`config.mk`:
```
export PLATFORM = sky130hd
export DESIGN_NAME = data_mem_arbiter_flat
export DESIGN_NICKNAME = d
export VERILOG_FILES = /design/src/rtl/data_mem_arbiter_if.sv /design/src/rtl/data_mem_arbiter.sv /design/src/flat_wrapper.sv
export SDC_FILE = /design/constraint.sdc
export NUM_CORES = 1
export LEC_CHECK = 0
export CAP_MARGIN = 20
export CORE_AREA = 2 2 243 245
export DETAILED_ROUTE_END_ITERATION = 10
export DIE_AREA = 0 0 245 247
export GPL_ROUTABILITY_DRIVEN = 0
export GPL_TIMING_DRIVEN = 0
export SYNTH_ARGS = -nofsm -noshare
export SYNTH_HDL_FRONTEND = slang
export SYNTH_SLANG_ARGS = --single-unit
```
`constraint.sdc`:
```
create_clock -name clock -period 10.7 [get_ports clock]
set_input_delay 1.07 -clock clock [delete_from_list [all_inputs] [get_ports clock]]
set_output_delay 1.07 -clock clock [all_outputs]
set_load 0.01 [all_outputs]
```
`src/rtl/data_mem_arbiter_if.sv`:
```
// Bus bundle between the per-core memory ports, the arbiter and data_memory.
// slave: arbiter view. master: requester/memory environment view.
interface data_mem_arbiter_if #(
  parameter int unsigned NUM_CORES = 16,
  parameter int unsigned ADDR_W    = 16,
  parameter int unsigned DATA_W    = 16
);
  logic [2*NUM_CORES-1:0]      req_ctrl;
  logic [ADDR_W*NUM_CORES-1:0] req_addr;
  logic [DATA_W*NUM_CORES-1:0] req_wdata;
  logic [NUM_CORES-1:0]        req_ack;
  logic [DATA_W-1:0]           rsp_rdata;
  logic [1:0]                  mem_ctrl;
  logic [ADDR_W-1:0]           mem_addr;
  logic [DATA_W-1:0]           mem_wdata;
  logic [DATA_W-1:0]           mem_rdata;
  logic                        busy;

  modport slave (
    input  req_ctrl, req_addr, req_wdata, mem_rdata,
    output req_ack, rsp_rdata, mem_ctrl, mem_addr, mem_wdata, busy
  );

  modport master (
    output req_ctrl, req_addr, req_wdata, mem_rdata,
    input  req_ack, rsp_rdata, mem_ctrl, mem_addr, mem_wdata, busy
  );
endinterface

```
`src/rtl/data_mem_arbiter.sv`:
```
// Serialises per-core data memory reads/writes onto one single-port memory.
// Round-robin by default; define ARB_FIXED_PRIORITY_EN for lowest-index-wins.
module data_mem_arbiter #(
  parameter int unsigned NUM_CORES   = 16,
  parameter int unsigned ADDR_W      = 16,
  parameter int unsigned DATA_W      = 16,
  parameter int unsigned MEM_LATENCY = 1
) (
  input  logic           clock,
  input  logic           reset,
  data_mem_arbiter_if.slave bus
);

  localparam int unsigned IDX_W = (NUM_CORES > 1) ? $clog2(NUM_CORES) : 1;
  localparam int unsigned CNT_W = 3;

  typedef enum logic [1:0] {IDLE, ISSUE, WAIT, DONE} state_e;

  state_e               state_q, state_d;
  logic [IDX_W-1:0]     idx_q, idx_d;
  logic [CNT_W-1:0]     cnt_q, cnt_d;
  logic [1:0]           mem_ctrl_q, mem_ctrl_d;
  logic [ADDR_W-1:0]    mem_addr_q, mem_addr_d;
  logic [DATA_W-1:0]    mem_wdata_q, mem_wdata_d;
  logic [NUM_CORES-1:0] req_ack_q, req_ack_d;
  logic [DATA_W-1:0]    rsp_rdata_q, rsp_rdata_d;
  logic                 busy_q, busy_d;

  logic [NUM_CORES-1:0] pend;
  logic                 grant_vld;
  logic [IDX_W-1:0]     grant_idx;
  logic [IDX_W-1:0]     cand;

  // Pending = read or write; the reserved encoding counts as idle.
  always_comb begin
    pend = '0;
    for (int i = 0; i < int'(NUM_CORES); i++) begin
      pend[i] = (bus.req_ctrl[2*i +: 2] == 2'b01) || (bus.req_ctrl[2*i +: 2] == 2'b10);
    end
  end

`ifdef ARB_FIXED_PRIORITY_EN
  // Lowest pending index wins; scanning downward leaves the lowest as the last hit.
  always_comb begin
    grant_vld = 1'b0;
    grant_idx = '0;
    cand      = '0;
    for (int i = int'(NUM_CORES) - 1; i >= 0; i--) begin
      cand = IDX_W'(i);
      if (pend[cand]) begin
        grant_vld = 1'b1;
        grant_idx = cand;
      end
    end
  end
`else
  logic [IDX_W-1:0] last_grant_q;

  // Remember the most recently served core as the round-robin pointer.
  always_ff @(posedge clock or posedge reset) begin
    if (reset) begin
      last_grant_q <= IDX_W'(NUM_CORES - 1);
    end else if (state_q == DONE) begin
      last_grant_q <= idx_q;
    end
  end

  // First pending core after last_grant; scanning farthest-first leaves the nearest as the last hit.
  always_comb begin
    grant_vld = 1'b0;
    grant_idx = '0;
    cand      = '0;
    for (int k = int'(NUM_CORES); k >= 1; k--) begin
      cand = IDX_W'((32'(last_grant_q) + 32'(k)) % NUM_CORES);
      if (pend[cand]) begin
        grant_vld = 1'b1;
        grant_idx = cand;
      end
    end
  end
`endif

  // State and registered outputs.
  always_ff @(posedge clock or posedge reset) begin
    if (reset) begin
      state_q     <= IDLE;
      idx_q       <= '0;
      cnt_q       <= '0;
      mem_ctrl_q  <= 2'b00;
      mem_addr_q  <= '0;
      mem_wdata_q <= '0;
      req_ack_q   <= '0;
      rsp_rdata_q <= '0;
      busy_q      <= 1'b0;
    end else begin
      state_q     <= state_d;
      idx_q       <= idx_d;
      cnt_q       <= cnt_d;
      mem_ctrl_q  <= mem_ctrl_d;
      mem_addr_q  <= mem_addr_d;
      mem_wdata_q <= mem_wdata_d;
      req_ack_q   <= req_ack_d;
      rsp_rdata_q <= rsp_rdata_d;
      busy_q      <= busy_d;
    end
  end

  // Next state; outputs are computed one cycle ahead so they line up with the state they belong to.
  always_comb begin
    state_d     = state_q;
    idx_d       = idx_q;
    cnt_d       = cnt_q;
    mem_ctrl_d  = 2'b00;
    mem_addr_d  = mem_addr_q;
    mem_wdata_d = mem_wdata_q;
    req_ack_d   = '0;
    rsp_rdata_d = rsp_rdata_q;

    unique case (state_q)
      IDLE: begin
        if (grant_vld) begin
          idx_d       = grant_idx;
          mem_ctrl_d  = bus.req_ctrl[2*32'(grant_idx) +: 2];
          mem_addr_d  = bus.req_addr[ADDR_W*32'(grant_idx) +: ADDR_W];
          mem_wdata_d = bus.req_wdata[DATA_W*32'(grant_idx) +: DATA_W];
          state_d     = ISSUE;
        end
      end
      ISSUE: begin
        if (mem_ctrl_q == 2'b10) begin
          req_ack_d[idx_q] = 1'b1;
          state_d          = DONE;
        end else begin
          cnt_d   = CNT_W'(MEM_LATENCY - 1);
          state_d = WAIT;
        end
      end
      WAIT: begin
        if (cnt_q == '0) begin
          rsp_rdata_d      = bus.mem_rdata;
          req_ack_d[idx_q] = 1'b1;
          state_d          = DONE;
        end else begin
          cnt_d = cnt_q - CNT_W'(1);
        end
      end
      DONE: begin
        state_d = IDLE;
      end
      default: begin
        state_d = IDLE;
      end
    endcase

    busy_d = (state_d != IDLE);
  end

  assign bus.mem_ctrl  = mem_ctrl_q;
  assign bus.mem_addr  = mem_addr_q;
  assign bus.mem_wdata = mem_wdata_q;
  assign bus.req_ack   = req_ack_q;
  assign bus.rsp_rdata = rsp_rdata_q;
  assign bus.busy      = busy_q;

endmodule

```
`src/flat_wrapper.sv`:
```
// flat-port wrapper written by rule: the top's interface ports become plain ports
module data_mem_arbiter_flat 
#(
  parameter int unsigned NUM_CORES   = 16,
  parameter int unsigned ADDR_W      = 16,
  parameter int unsigned DATA_W      = 16,
  parameter int unsigned MEM_LATENCY = 1
)
  (clock, reset, bus_req_ctrl, bus_req_addr, bus_req_wdata, bus_mem_rdata, bus_req_ack, bus_rsp_rdata, bus_mem_ctrl, bus_mem_addr, bus_mem_wdata, bus_busy);
  data_mem_arbiter_if #(.NUM_CORES(NUM_CORES), .ADDR_W(ADDR_W), .DATA_W(DATA_W)) bus_i ();
  input  logic clock;
  input  logic reset;
  input wire logic [$bits(bus_i.req_ctrl)-1:0] bus_req_ctrl;
  input wire logic [$bits(bus_i.req_addr)-1:0] bus_req_addr;
  input wire logic [$bits(bus_i.req_wdata)-1:0] bus_req_wdata;
  input wire logic [$bits(bus_i.mem_rdata)-1:0] bus_mem_rdata;
  output wire logic [$bits(bus_i.req_ack)-1:0] bus_req_ack;
  output wire logic [$bits(bus_i.rsp_rdata)-1:0] bus_rsp_rdata;
  output wire logic [$bits(bus_i.mem_ctrl)-1:0] bus_mem_ctrl;
  output wire logic [$bits(bus_i.mem_addr)-1:0] bus_mem_addr;
  output wire logic [$bits(bus_i.mem_wdata)-1:0] bus_mem_wdata;
  output wire logic [$bits(bus_i.busy)-1:0] bus_busy;
  assign bus_i.req_ctrl = bus_req_ctrl;
  assign bus_i.req_addr = bus_req_addr;
  assign bus_i.req_wdata = bus_req_wdata;
  assign bus_i.mem_rdata = bus_mem_rdata;
  assign bus_req_ack = bus_i.req_ack;
  assign bus_rsp_rdata = bus_i.rsp_rdata;
  assign bus_mem_ctrl = bus_i.mem_ctrl;
  assign bus_mem_addr = bus_i.mem_addr;
  assign bus_mem_wdata = bus_i.mem_wdata;
  assign bus_busy = bus_i.busy;
  data_mem_arbiter #(.NUM_CORES(NUM_CORES), .ADDR_W(ADDR_W), .DATA_W(DATA_W), .MEM_LATENCY(MEM_LATENCY)) u_core (.clock(clock), .reset(reset), .bus(bus_i));
endmodule
```
==> results.cfg <==
[status]
status = completed

[worst_setup_path]
setup.worst_path.class = register to register
crit_family = buffers and inverters
cp_slowest_cell = mux4_2
crit_fanout = 13
r2r_slack_ns = 4.13
crit_top_cell = buf_2
crit_path_start_kind = register
worstPathArrival_ns = 6.82
reg2reg_depth = 18
end_kind = register
slowest_delay_ns = 0.65
reg2reg_from = u_core.last_grant_q[1]$_DFFE_PP1N_
crit_buf_inv = 7
worstReg2RegEnd = u_core.bus.mem_addr[12]$_DFFE_PP0P_
path_cells = buf_2 > inv_2 > buf_1 > ha_1 > buf_4 > clkinv_1 > mux4_2 > mux2i_1 > nor2_1 > a2111o_1 > a31oi_2 > nor2_2 > buf_2 > nor2b_1 > clkbuf_1 > a22oi_1 > a32oi_1 > o41ai_2
crit_required_ns = 10.95

[finish]
areaGrowthSynthToFinish_pct = 72.8
drive_above_1_share_pct = 10.8
nets = 2336
fill_cells = 6056
multiInputGateArea_sq_um = 7880
seq_area_sq_um = 2010

[yosys]
synth_top_cell_by_area = mux2i_1
synth-main-ff-cell = dfrtp_1
synth-async-reset-ratio_pct = 100
synth-edff-count = 0
syn-instance-count = 1120
ys_ff_latch = 80
yosys_warnings = 0
ys_top_cells_by_area = mux2i_1 (25%), dfrtp_1 (18%), mux4_2 (5.4%), mux2_2 (3.7%), a22oi_1 (3.2%)
netlist_area_sq_um = 10500
syn-num-nets = 1696
netlist.area_leader.share_pct = 25.5
ys_types = 82
synth.avg_cell_area_sq_um = 9.33
ys_seq_area_share_pct = 19.2

[clock_tree]
htree_num_levels = 3
post_cts_buffers = 0
clock_latency_ns = 0.39
hold_buffers = 0
numCtsBuffers = 9
cts_tree = yes
cts_root_buf = clkbuf_16
clk_pin_slew_ns = 0.07
clock-sinks = 80
cts_buffer_depth = 2
cts_resized = 0

[global_routing]
grt_pass1_vias = 13200
grt_pass1_wl_mm = 89.2
grt_max_degree = 44
overflow = 0
track_usage_pct = 20.2
antenna_found_initial = 5

[drt]
vias = 12300
viasPerCell = 4.85
wl_mm = 63.3
firstDrtPassIters = 7
route.detailed.drc = 0
drtAntennaViolNets = 0
wire_per_inst_microns = 24.9
drt_iter0_drc = 696

[sta]
fin_crit_sh_pct = 61.4
setup_tns_ns = 0
worst_slew_pin_slew_ns = 1.09
period_needed_ns = 6.57
clock_skew_ns = 0.0147
hold_viol = 0
finalSetupViolCount = 0
fmax_mhz = 152
grt_setup_unrepaired = false
slew_headroom_pct = 27.1
drv_slew = 0

[placed_design]
io_buffers = 628
dp_hpwl_mm = 53.6

[floorplan]
die_area_sq_um = 60500
io_pins = 629
std_cell_rows = 89
die_h_microns = 247
die_x_microns = 245
fp.coreArea_sq_um = 58200
start_util_pct = 18.0

[min_path]
hold_depth = 2
hold_path.class = register to register
min_from = u_core.cnt_q[1]$_DFFE_PP0P_
holdPathEnd = u_core.cnt_q[1]$_DFFE_PP0P_

[run]
timing.max_cap.violations = 0
==> Yosys cell counts, types with 5 or more instances <==
library cell and instances:
a211oi_1 41, clkbuf_1 25, mux2i_1 266, o211ai_1 18, o21a_1 18, a211o_1 19
xor2_1 23, nand2b_1 12, or2_2 5, nand3_1 10, nor2_1 86, nor2b_1 6
a31oi_1 15, nor3_1 5, buf_4 22, nand3b_1 6, xnor2_1 20, o21ai_0 19
ha_1 14, buf_1 5, or3_1 5, and2_1 6, mux4_2 25, inv_1 8
o22ai_1 51, buf_2 35, nand2_1 48, a32oi_1 18, mux2_1 7, o41ai_2 18
a22oi_1 44, buf_6 6, mux2_2 34, a21oi_1 31, dfrtp_1 76
==> worst reg2reg max path: stages, from the launching register on <==
cell and delay (ns):
dfstp_2 0.58, buf_2 0.26, inv_2 0.16, buf_1 0.39, ha_1 0.42, buf_4 0.22, clkinv_1 0.39, mux4_2 0.66
mux2i_1 0.53, nor2_1 0.18, a2111o_1 0.41, a31oi_2 0.26, nor2_2 0.15, buf_2 0.30, nor2b_1 0.29, clkbuf_1 0.59
a22oi_1 0.22, a32oi_1 0.32, o41ai_2 0.12
==> per-layer routing <==
layer | wire [microns] | vias up | share of wire [%] | GRT usage [%]
li1 | - | 5666 | - | -
met1 | 24600 | 5947 | 39 | 23.1
met2 | 32900 | 641 | 52 | 37.9
met3 | 3960 | 76 | 6.3 | 3.18
met4 | 1810 | 2 | 2.9 | 6.83
met5 | 16 | - | 0.025 | 0
==> per-stage QoR <==
step / std cells / setup WS, ns / hold WS [ns] / area, sq um / utilization (%)
2_1_floorplan: 1120 / 6.12 / 0.442 / 10500 / -
3_3_place_gp: 2521 / 4.21 / 0.466 / 17700 / 30.4
3_5_place_dp: 2522 / 4.22 / 0.477 / 17700 / 30.5
4_1_cts: 2538 / 4.19 / 0.492 / 18100 / 31.0
5_1_grt: 2540 / 3.82 / 0.529 / 18100 / 31.0
6_report: 2542 / 4.13 / 0.487 / 18100 / 31.0
==> final cells by class <==
type	instances	share of cell area, %
antenna	4	0.0554
tap	773	5.35
sequential	80	11.1
clock buffer	10	1.32
buffer	93	2.88
multi-input combinational	936	43.6
clock inverter	6	0.416
timing repair buffer	629	35.0
inverter	11	0.256
==> worst max path at each step <==
stage	startpoint	end	cells after the start
floorplan	u_core.last_grant_q[1]$_DFFE_PP1N_	u_core.bus.mem_wdata[2]$_DFFE_PP0P_	17
global placement	u_core.last_grant_q[1]$_DFFE_PP1N_	u_core.bus.mem_addr[12]$_DFFE_PP0P_	18
detailed placement	u_core.last_grant_q[1]$_DFFE_PP1N_	u_core.bus.mem_addr[12]$_DFFE_PP0P_	18
CTS	u_core.last_grant_q[1]$_DFFE_PP1N_	u_core.bus.mem_addr[12]$_DFFE_PP0P_	18
global route	u_core.last_grant_q[1]$_DFFE_PP1N_	u_core.bus.mem_wdata[3]$_DFFE_PP0P_	18
finish	u_core.last_grant_q[1]$_DFFE_PP1N_	u_core.bus.mem_addr[12]$_DFFE_PP0P_	18
==> state kept, by name (all words and copies together), names as in the netlist <==
| name | count |
|---|---|
| u_core.last_grant_q | 4 |
| u_core.idx_q | 4 |
| u_core.bus.mem_ctrl | 2 |
| u_core.bus.busy | 1 |
| u_core.bus.mem_wdata | 16 |
| u_core.bus.mem_addr | 16 |
| u_core.bus.req_ack | 16 |
| u_core.state_q | 2 |
| u_core.cnt_q | 3 |
| u_core.bus.rsp_rdata | 16 |
==> cell families after synthesis <==
| logic type | synth area share, % |
|---|---|
| muxes | 35.9 |
| adders and majority gates | 1.68 |
| xor gates and xnor gates | 3.91 |
| buffers and inverters | 5.40 |
| DFF | 19.2 |
| and+or+nand+nor | 9.60 |
| AOI/OAI and AO/OA | 24.3 |
==> cells in the final DEF, fill, tap and decap left out, types with 9 or more instances in the layout <==
cell type / synthesis / final
a211o_1: 19 / 19
a211oi_1: 41 / 41
a21oi_1: 31 / 31
a22oi_1: 44 / 44
a31oi_1: 15 / 15
a32oi_1: 18 / 18
buf_2: 35 / 35
buf_4: 22 / 22
clkbuf_1: 25 / 25
clkbuf_16: 0 / 9
clkdlybuf4s50_1: 0 / 628
dfrtp_1: 76 / 76
ha_1: 14 / 14
mux2_2: 34 / 34
mux2i_1: 266 / 266
mux4_2: 25 / 25
nand2_1: 48 / 48
nand2b_1: 12 / 12
nand3_1: 10 / 10
nor2_1: 86 / 86
o211ai_1: 18 / 18
o21a_1: 18 / 18
o21ai_0: 19 / 19
o22ai_1: 51 / 51
o41ai_2: 18 / 18
xnor2_1: 20 / 20
xor2_1: 23 / 23
Power is not shown: default switching activity piles up to over one toggle a cycle in this logic, so the estimate is an artifact.
